$ cat src/rtl/rv32i_types.sv
// Shared rv32i pipeline types for the memory stage: control structs, funct3 codes, FSM states.
// No logic; imported by mem_align and mem_stage.
package rv32i_types;

    typedef enum logic [2:0] {
        F3_LB  = 3'b000,
        F3_LH  = 3'b001,
        F3_LW  = 3'b010,
        F3_LBU = 3'b100,
        F3_LHU = 3'b101
    } load_f3_e;

    typedef enum logic [2:0] {
        F3_SB = 3'b000,
        F3_SH = 3'b001,
        F3_SW = 3'b010
    } store_f3_e;

    typedef enum logic [1:0] {
        IDLE = 2'd0,
        REQ  = 2'd1,
        WAIT = 2'd2
    } mem_fsm_e;

    typedef struct packed {
        logic       mem_read;
        logic       mem_write;
        logic [2:0] funct3;
    } mem_ctrl_t;

    typedef struct packed {
        logic       regf_we;
        logic [1:0] wb_sel;
    } wb_ctrl_t;

    typedef struct packed {
        logic        valid;
        logic [31:0] pc;
        logic [31:0] insn;
        logic [31:0] mem_addr;
        logic [3:0]  mem_rmask;
        logic [3:0]  mem_wmask;
        logic [31:0] mem_wdata;
    } rvfi_t;

    typedef struct packed {
        logic [31:0] alu_out;
        logic [31:0] rs2_data;
        logic [4:0]  rd_addr;
        mem_ctrl_t   mem_ctrl;
        wb_ctrl_t    wb_ctrl;
        rvfi_t       rvfi;
    } ex_stage_t;

    typedef struct packed {
        logic [31:0] alu_out;
        logic [31:0] rs2_data;
        logic [4:0]  rd_addr;
        mem_ctrl_t   mem_ctrl;
        wb_ctrl_t    wb_ctrl;
        rvfi_t       rvfi;
        logic        trap;
    } mem_stage_t;

endpackage

$ cat src/rtl/mem_align.sv
// Byte-lane shaping: funct3 and address offset to read/write masks, lane-replicated store data.
// Purely combinational; no backpressure.
module mem_align
    import rv32i_types::*;
(
    input  logic        mem_read,
    input  logic        mem_write,
    input  logic [2:0]  funct3,
    input  logic [1:0]  off,
    input  logic [31:0] rs2_data,
    output logic [3:0]  rmask,
    output logic [3:0]  wmask,
    output logic [31:0] wdata,
    output logic        misaligned
);

    logic [3:0] bmask;

    // Loads and stores share the size encoding in funct3[1:0]; signedness only matters in writeback.
    always_comb begin
        bmask      = 4'b0000;
        wdata      = '0;
        misaligned = 1'b0;
        case (funct3)
            F3_LB, F3_LBU: begin
                bmask = 4'b0001 << off;
                wdata = {4{rs2_data[7:0]}};
            end
            F3_LH, F3_LHU: begin
                bmask      = 4'b0011 << off;
                wdata      = {2{rs2_data[15:0]}};
                misaligned = off[0];
            end
            default: begin
                bmask      = 4'b1111;
                wdata      = rs2_data;
                misaligned = (off != 2'b00);
            end
        endcase
    end

    assign rmask = mem_read  ? bmask : 4'b0000;
    assign wmask = mem_write ? bmask : 4'b0000;

endmodule

$ cat src/rtl/mem_stage.sv
// rv32i memory stage: latches ex_stage_reg, issues one registered dmem request per load/store.
// Request appears the cycle after the latch; mem_busy stalls the pipe until dmem_resp.
// MEM_MISALIGN_TRAP_EN: misaligned half/word accesses trap instead of issuing.
module mem_stage
    import rv32i_types::*;
#(
    parameter int ADDR_W = 32,
    parameter int XLEN   = 32
) (
    input  logic              clk,
    input  logic              rst,
    input  logic              mem_reg_we,
    input  logic              flush,
    input  ex_stage_t         ex_stage_reg,
    output mem_stage_t        mem_stage_reg,
    output logic [ADDR_W-1:0] dmem_addr,
    output logic [3:0]        dmem_rmask,
    output logic [3:0]        dmem_wmask,
    output logic [XLEN-1:0]   dmem_wdata,
    input  logic              dmem_resp,
    output logic              mem_busy
);

    mem_fsm_e    state_q, state_d;
    logic [3:0]  a_rmask, a_wmask;
    logic [31:0] a_wdata;
    logic        a_misaligned;
    logic        is_ls, trap, is_mem, issue;
    logic        stray_ok;
    mem_stage_t  nxt;

    mem_align u_align (
        .mem_read   (ex_stage_reg.mem_ctrl.mem_read),
        .mem_write  (ex_stage_reg.mem_ctrl.mem_write),
        .funct3     (ex_stage_reg.mem_ctrl.funct3),
        .off        (ex_stage_reg.alu_out[1:0]),
        .rs2_data   (ex_stage_reg.rs2_data),
        .rmask      (a_rmask),
        .wmask      (a_wmask),
        .wdata      (a_wdata),
        .misaligned (a_misaligned)
    );

    assign is_ls = ex_stage_reg.mem_ctrl.mem_read | ex_stage_reg.mem_ctrl.mem_write;
`ifdef MEM_MISALIGN_TRAP_EN
    assign trap = is_ls & a_misaligned & ~flush;
`else
    assign trap = 1'b0;
`endif
    assign is_mem = is_ls & ~flush & ~trap;
    assign issue  = mem_reg_we & is_mem;

    // A completing response frees the port the same cycle, so a new op can issue back-to-back.
    always_comb begin
        state_d = state_q;
        case (state_q)
            IDLE:    if (issue) state_d = REQ;
            REQ:     state_d = dmem_resp ? (issue ? REQ : IDLE) : WAIT;
            WAIT:    if (dmem_resp) state_d = issue ? REQ : IDLE;
            default: state_d = IDLE;
        endcase
    end

    assign mem_busy = (state_q == REQ || state_q == WAIT) && !dmem_resp;

    always_comb begin
        nxt                    = '0;
        nxt.alu_out            = ex_stage_reg.alu_out;
        nxt.rs2_data           = ex_stage_reg.rs2_data;
        nxt.rd_addr            = ex_stage_reg.rd_addr;
        nxt.mem_ctrl           = ex_stage_reg.mem_ctrl;
        nxt.wb_ctrl            = ex_stage_reg.wb_ctrl;
        nxt.rvfi               = ex_stage_reg.rvfi;
        nxt.rvfi.mem_addr      = {ex_stage_reg.alu_out[31:2], 2'b00};
        nxt.rvfi.mem_rmask     = is_mem ? a_rmask : 4'b0000;
        nxt.rvfi.mem_wmask     = is_mem ? a_wmask : 4'b0000;
        nxt.rvfi.mem_wdata     = (is_mem && ex_stage_reg.mem_ctrl.mem_write) ? a_wdata : '0;
        nxt.trap               = trap;
        if (trap) begin
            nxt.wb_ctrl.regf_we = 1'b0;
        end
        if (flush) begin
            nxt.rvfi.valid      = 1'b0;
            nxt.wb_ctrl.regf_we = 1'b0;
            nxt.mem_ctrl        = '0;
        end
    end

    always_ff @(posedge clk or negedge rst) begin
        if (!rst) begin
            state_q       <= IDLE;
            mem_stage_reg <= '0;
            dmem_addr     <= '0;
            dmem_rmask    <= 4'b0000;
            dmem_wmask    <= 4'b0000;
            dmem_wdata    <= '0;
            stray_ok      <= 1'b1;
        end else begin
            state_q <= state_d;
            if (mem_reg_we) begin
                mem_stage_reg <= nxt;
            end
            // Masks pulse only on entry to REQ; address and data hold through WAIT.
            if (state_d == REQ) begin
                dmem_addr  <= {ex_stage_reg.alu_out[ADDR_W-1:2], 2'b00};
                dmem_rmask <= a_rmask;
                dmem_wmask <= a_wmask;
                dmem_wdata <= a_wdata;
            end else begin
                dmem_rmask <= 4'b0000;
                dmem_wmask <= 4'b0000;
            end
            if (state_q == REQ) begin
                stray_ok <= 1'b0;
            end
        end
    end

    // A response left over from a transaction aborted by reset is tolerated until the next request.
    a_no_adv_while_busy: assert property (@(posedge clk) disable iff (!rst)
        !(mem_reg_we && mem_busy));
    a_no_resp_in_idle: assert property (@(posedge clk) disable iff (!rst)
        !(dmem_resp && state_q == IDLE && !stray_ok));

endmodule

$ cat config.mk
export PLATFORM = sky130hd
export DESIGN_NAME = mem_stage
export DESIGN_NICKNAME = d
export VERILOG_FILES = /design/src/rtl/rv32i_types.sv /design/src/rtl/mem_align.sv /design/src/rtl/mem_stage.sv
export SDC_FILE = /design/constraint.sdc
export NUM_CORES = 1
export LEC_CHECK = 0
export ABC_AREA = 0
export CAP_MARGIN = 10
export CORE_AREA = 5 5 196 198
export DETAILED_ROUTE_END_ITERATION = 12
export DIE_AREA = 0 0 201 203
export HOLD_SLACK_MARGIN = 0.15
export PLACE_DENSITY = 0.55
export SLEW_MARGIN = 20
export SYNTH_ARGS = -nofsm -noshare
export SYNTH_HDL_FRONTEND = slang
export SYNTH_SLANG_ARGS = --single-unit
$ cat constraint.sdc
create_clock -name clk -period 2.4 [get_ports clk]
set_input_delay 0.24 -clock clk [delete_from_list [all_inputs] [get_ports clk]]
set_output_delay 0.24 -clock clk [all_outputs]
set_load 0.02 [all_outputs]
After elaboration in Yosys (flattened, before gate mapping)
Cells that the tools add are included.

Flip-flop bits (word level): 284. Latch bits: 0. Bits in writable memories: 0. Bits in read-only memories: 0. Input port bits: 219. Word-level logic and storage cells: 56. Memories kept: 0.

Add/sub/neg operators: 0. Multiply operators: 0. Divide/modulo/power cells: 0. Order comparisons: 0. Equal/unequal tests: 6. Shifts and indexed selects: 2. Muxes and demuxes: 16. Bitwise gates (word level): 4. Reduce and logical (&&, ||, !) cells: 8.

Operators with widths (count): case mux 32 bit (2 select lines) (1); two-way mux 32 bit (1); two-way mux 4 bit (6); case mux 4 bit (2 select lines) (1); == test 3 bit, second input constant (2); two-way mux 2 bit (3); two-way mux 6 bit (1); case mux 2 bit (3 select lines) (1); == test 2 x 1 -> 1 bit, second input constant (2); OR reduction 2 bit (2); left shift 1 x 2 -> 4 bit, first input constant (1); left shift 2 x 2 -> 4 bit, first input constant (1); == test 3 x 1 -> 1 bit, second input constant (1); zero test 3 bit (1); bitwise AND 1 bit (2); == test 2 bit, second input constant (1); logical AND 1 bit (2); zero test 2 bit (1); two-way mux 1 bit (2); zero test 1 bit (1); logical OR 1 bit (1); NOT 1 bit (1); bitwise OR 1 bit (1).

Depth between registers and ports, before layout
Depth after elaboration: 8. Depth in mapped cells: 8.

By module
From an unflattened synthesis, not the netlist that was laid out.

Cell total of the unflattened synthesis: 680. Area, all modules: 10406.2 um2.

By module, submodules not included: mem_stage (times used 1, cells an instance 609, area an instance 9882.0 um2, sequential area each 6356.1 um2); mem_align (times used 1, cells an instance 71, area an instance 524.3 um2, sequential area each 0.0 um2).

Worst setup path after synthesis
OpenSTA, ideal clock, no wires.

Path type: reg-to-reg. From: register state_q[0]. To: register dmem_addr[10]. Setup time: 128 ps. Arrival: 1993 ps. Required time: 2272 ps. Path slack: 280 ps. Cell stages (with the launch flop): 9. Path buffers: 1. Period minus slack after synthesis: 2120 ps. Cells stage by stage: dfrtp_1 inv_1 ha_1 inv_1 a21o_1 a221oi_4 nand2_2 buf_2 mux2_1.

Word-level cells in the longest chain between the ends: 3. Elaborated cells on any way between the ends: 7. Classes of those cells: 3 x eq/ne; 3 x mux; 1 x reduce/logical.

RTL lines: from (decl) (RTL line mem_stage.sv:24) `mem_fsm_e state_q, state_d;`; from (signal assigned) (RTL line mem_stage.sv:99) `state_q <= state_d;`; == test 2 bit, or another cell as far along (RTL line mem_stage.sv:56) `case (state_q)`; case mux 2 bit (3 select lines) * (RTL line mem_stage.sv:56); == test 2 x 1 -> 1 bit * (RTL line mem_stage.sv:104) `if (state_d == REQ) begin`; to (signal assigned) (RTL line mem_stage.sv:105) `dmem_addr <= {ex_stage_reg.alu_out[ADDR_W-1:2], 2'b00};`; to (decl) (RTL line mem_stage.sv:16) `output logic [ADDR_W-1:0] dmem_addr,`.

Every way passes the cells marked *; elsewhere a longest branch is shown, timed or not. A chain may end at the register's enable or synchronous reset.

Final worst setup path
From: register state_q[1]. To: register dmem_addr[27].

Same word-level chain as after synthesis.

==> flow_summary_export.csv <==
group,metric,value,unit
cts,clk_latency,550,ps
yosys,synth_edf_count,0,
timing,clock.fmax,441,MHz
layout,post-route-util,0.434,
worst_setup_path,critPathLaunchType,"flop",
cts,clockRootBuffer,"clkbuf_16",
global_route,grt_pass1_wl,50900,microns
die,rows,70,
yosys,yosys_warnings,0,
cts,cts_made_buffers,29,
cts,clkTransAtPathRegs,60,ps
routing,drt_pass1_iterations,4,
cts,tritoncts,"yes",
layout,antennaDiodeCount,0,
routing,ant_nets,0,
die,io_pins,507,
yosys,ys_ff_latch,254,
die,fp.dieH,203,microns
timing,relSlewSlack,0.594,
routing,wire_per_inst,21.2,microns
timing,fin_crit_sh,0.945,
layout,area_delta_synth_final,56.8,%
worst_setup_path,cp-end-kind,"flop",
timing,hold_viol,0,
timing,tns,0,ps
yosys,synth.cell_area,10000,sq um
routing,via_per_inst,4.50,
flow_run,drv_cap,0,
timing,setup_viol,0,
die,die_w,201,microns
routing,route.vias.total,7141,
worst_setup_path,critPathRequiredTime,2820,ps
cts,postCtsSetupBuffers,0,
timing,finalClockSkew,10.5,ps
cts,clockBufferDepth,3,
timing,grt_setup_unrepaired,"false",
yosys,async_flop_share,1.00,
die,initial_core_util,0.276,
global_route,grt-ovfl-total,0,
worst_setup_path,cp_max_fo,46,
timing,period_minus_slack,2270,ps
global_route,grt_max_degree,83,
global_route,antenna_found_initial,0,
global_route,track_usage,0.160,
layout,largest_reg_flops,182,
routing,drt-initial-drc-count,242,
pwr,leakage,0.00661,uW
place,io_buffers,429,
cts,htree_levels,1,
die,core_area,36300,sq um
timing,worst_slew_pin_slew,609,ps
routing,wirelength,33600,microns
layout,nets,1320,
yosys,yosys_most_used_dff,"dfrtp_1",
routing,drc,0,
cts,cts_sinks,254,
yosys,syn-instance-count,685,
worst_setup_path,arrival,2690,ps
run_status,status,"finished clean",
pwr,p_per_area,970,nW/um^2
pwr,ir_drop,575,uV
timing,maxSlewViolCount,0,
global_route,grt_pass1_vias,7797,
worst_setup_path,setup.worst_path.class,"reg -> reg",
place,globalplace.congestion,0.738,
die,die_area,40800,sq um
min_path,hp-class,"in -> async",
layout,drive_above_1_share,0.195,
yosys,avgSynthCellArea,14.7,sq um
yosys,ys_seq_area_frac,0.633,
yosys,synthDistinctLibCells,29,
place,dpl.hpwl,24600,microns
power breakdown:
group	internal, uW	total, uW	leakage, uW	switching (uW)
clock	2670	4490	0.000485	1820
sequential	5140	5590	0.00306	451
combinational	2520	5200	0.00306	2690
total	10300	15300	0.00661	4960
Yosys cell counts (15+ instances only):
library cell  instances  area share
mux2_2              139        0.16
dfrtp_1             254        0.63
o2bb2ai_1            32       0.028
nor2_1               18      0.0067
mux2_1               34       0.038
mux2i_1              33       0.033
a21oi_1              25       0.012
inv_1                15      0.0056
clkbuf_1             23      0.0086
buf_4                36       0.027
a31oi_1              16       0.010
per-stage QoR:
stage / total power, uW / setup WS [ps] / hold WS [ps] / instances / area, sq um
2_1_floorplan: 8180 / 280 / -55.6 / 689 / 10100
3_3_place_gp: 10900 / 210 / 192 / 1533 / 14800
3_5_place_dp: 11000 / 152 / 189 / 1533 / 14800
4_1_cts: 15600 / 121 / 174 / 1587 / 15800
5_1_grt: 16100 / 17.9 / 215 / 1587 / 15800
6_report: 15300 / 131 / 194 / 1587 / 15800
placed cells by master (no fill, tap or decap), drive strengths merged, types with 2 or more instances in the layout:
cell	n
clkdlybuf4s50	425
dfrtp	254
mux2	173
clkbuf	38
mux2i	33
o2bb2ai	32
a21oi	25
buf	23
nor2	18
a31oi	17
inv	16
a22o	10
clkinv	10
nor3b	8
o21ai	6
conb	5
nand3b	4
ha	4
a21o	3
clkinvlp	3
nand2	3
nor2b	2
bufinv	2
cell families after synthesis:
family,Yosys count,synth area share
AO/OA/AOI/OAI,94,0.0685
adder cells (fa/ha/maj),4,0.00498
buffers and inverters,89,0.0472
flip-flops,254,0.633
multiplexers,206,0.227
other,1,0.000373
AND/OR/NAND/NOR,37,0.0197
metal layers:
metal / GRT usage / part of all wire
met5: 0 / 0
met4: 0.0406 / 0.021
met3: 0.0605 / 0.094
met2: 0.266 / 0.48
met1: 0.197 / 0.41
repair_timing:
item / CTS / global route
endpoints found under the setup margin: 1 / 0
gates resized for setup: 1 / 0
hold buffers: 1 / 0
hold endpoints to repair: 254 / 0
layout make-up:
type                    count  area (sq um)
multi-input cells         346          3250
flip-flops and latches    254          6360
well taps                 468           586
inverters                  16          60.1
fillers                  3377         20600
repair buffers            450          4530
clock inverters            15           140
clock buffers              38           840
final timing paths:
path                                        start                  to  slack [ps]  cells past startpoint
min in group clk                ex_stage_reg[141]  mem_stage_reg[142]         240                      3
worst min register to register  mem_stage_reg[34]   mem_stage_reg[34]         490                      1
max in group asynchronous                     rst       dmem_addr[27]        1360                      3
worst min-delay path                          rst       dmem_rmask[0]         190                      2
worst max register to register         state_q[1]       dmem_addr[27]         130                      8
worst max-delay path                   state_q[1]       dmem_addr[27]         130                      8
critical path: stages, from the launching register on:
cell and delay [ps]:
dfrtp_1 450, inv_1 120, ha_1 230, inv_1 100, a21o_1 210, a221oi_4 330, nand2_4 90, buf_12 190
mux2_1 360
Power figures use the tool's default switching activity.
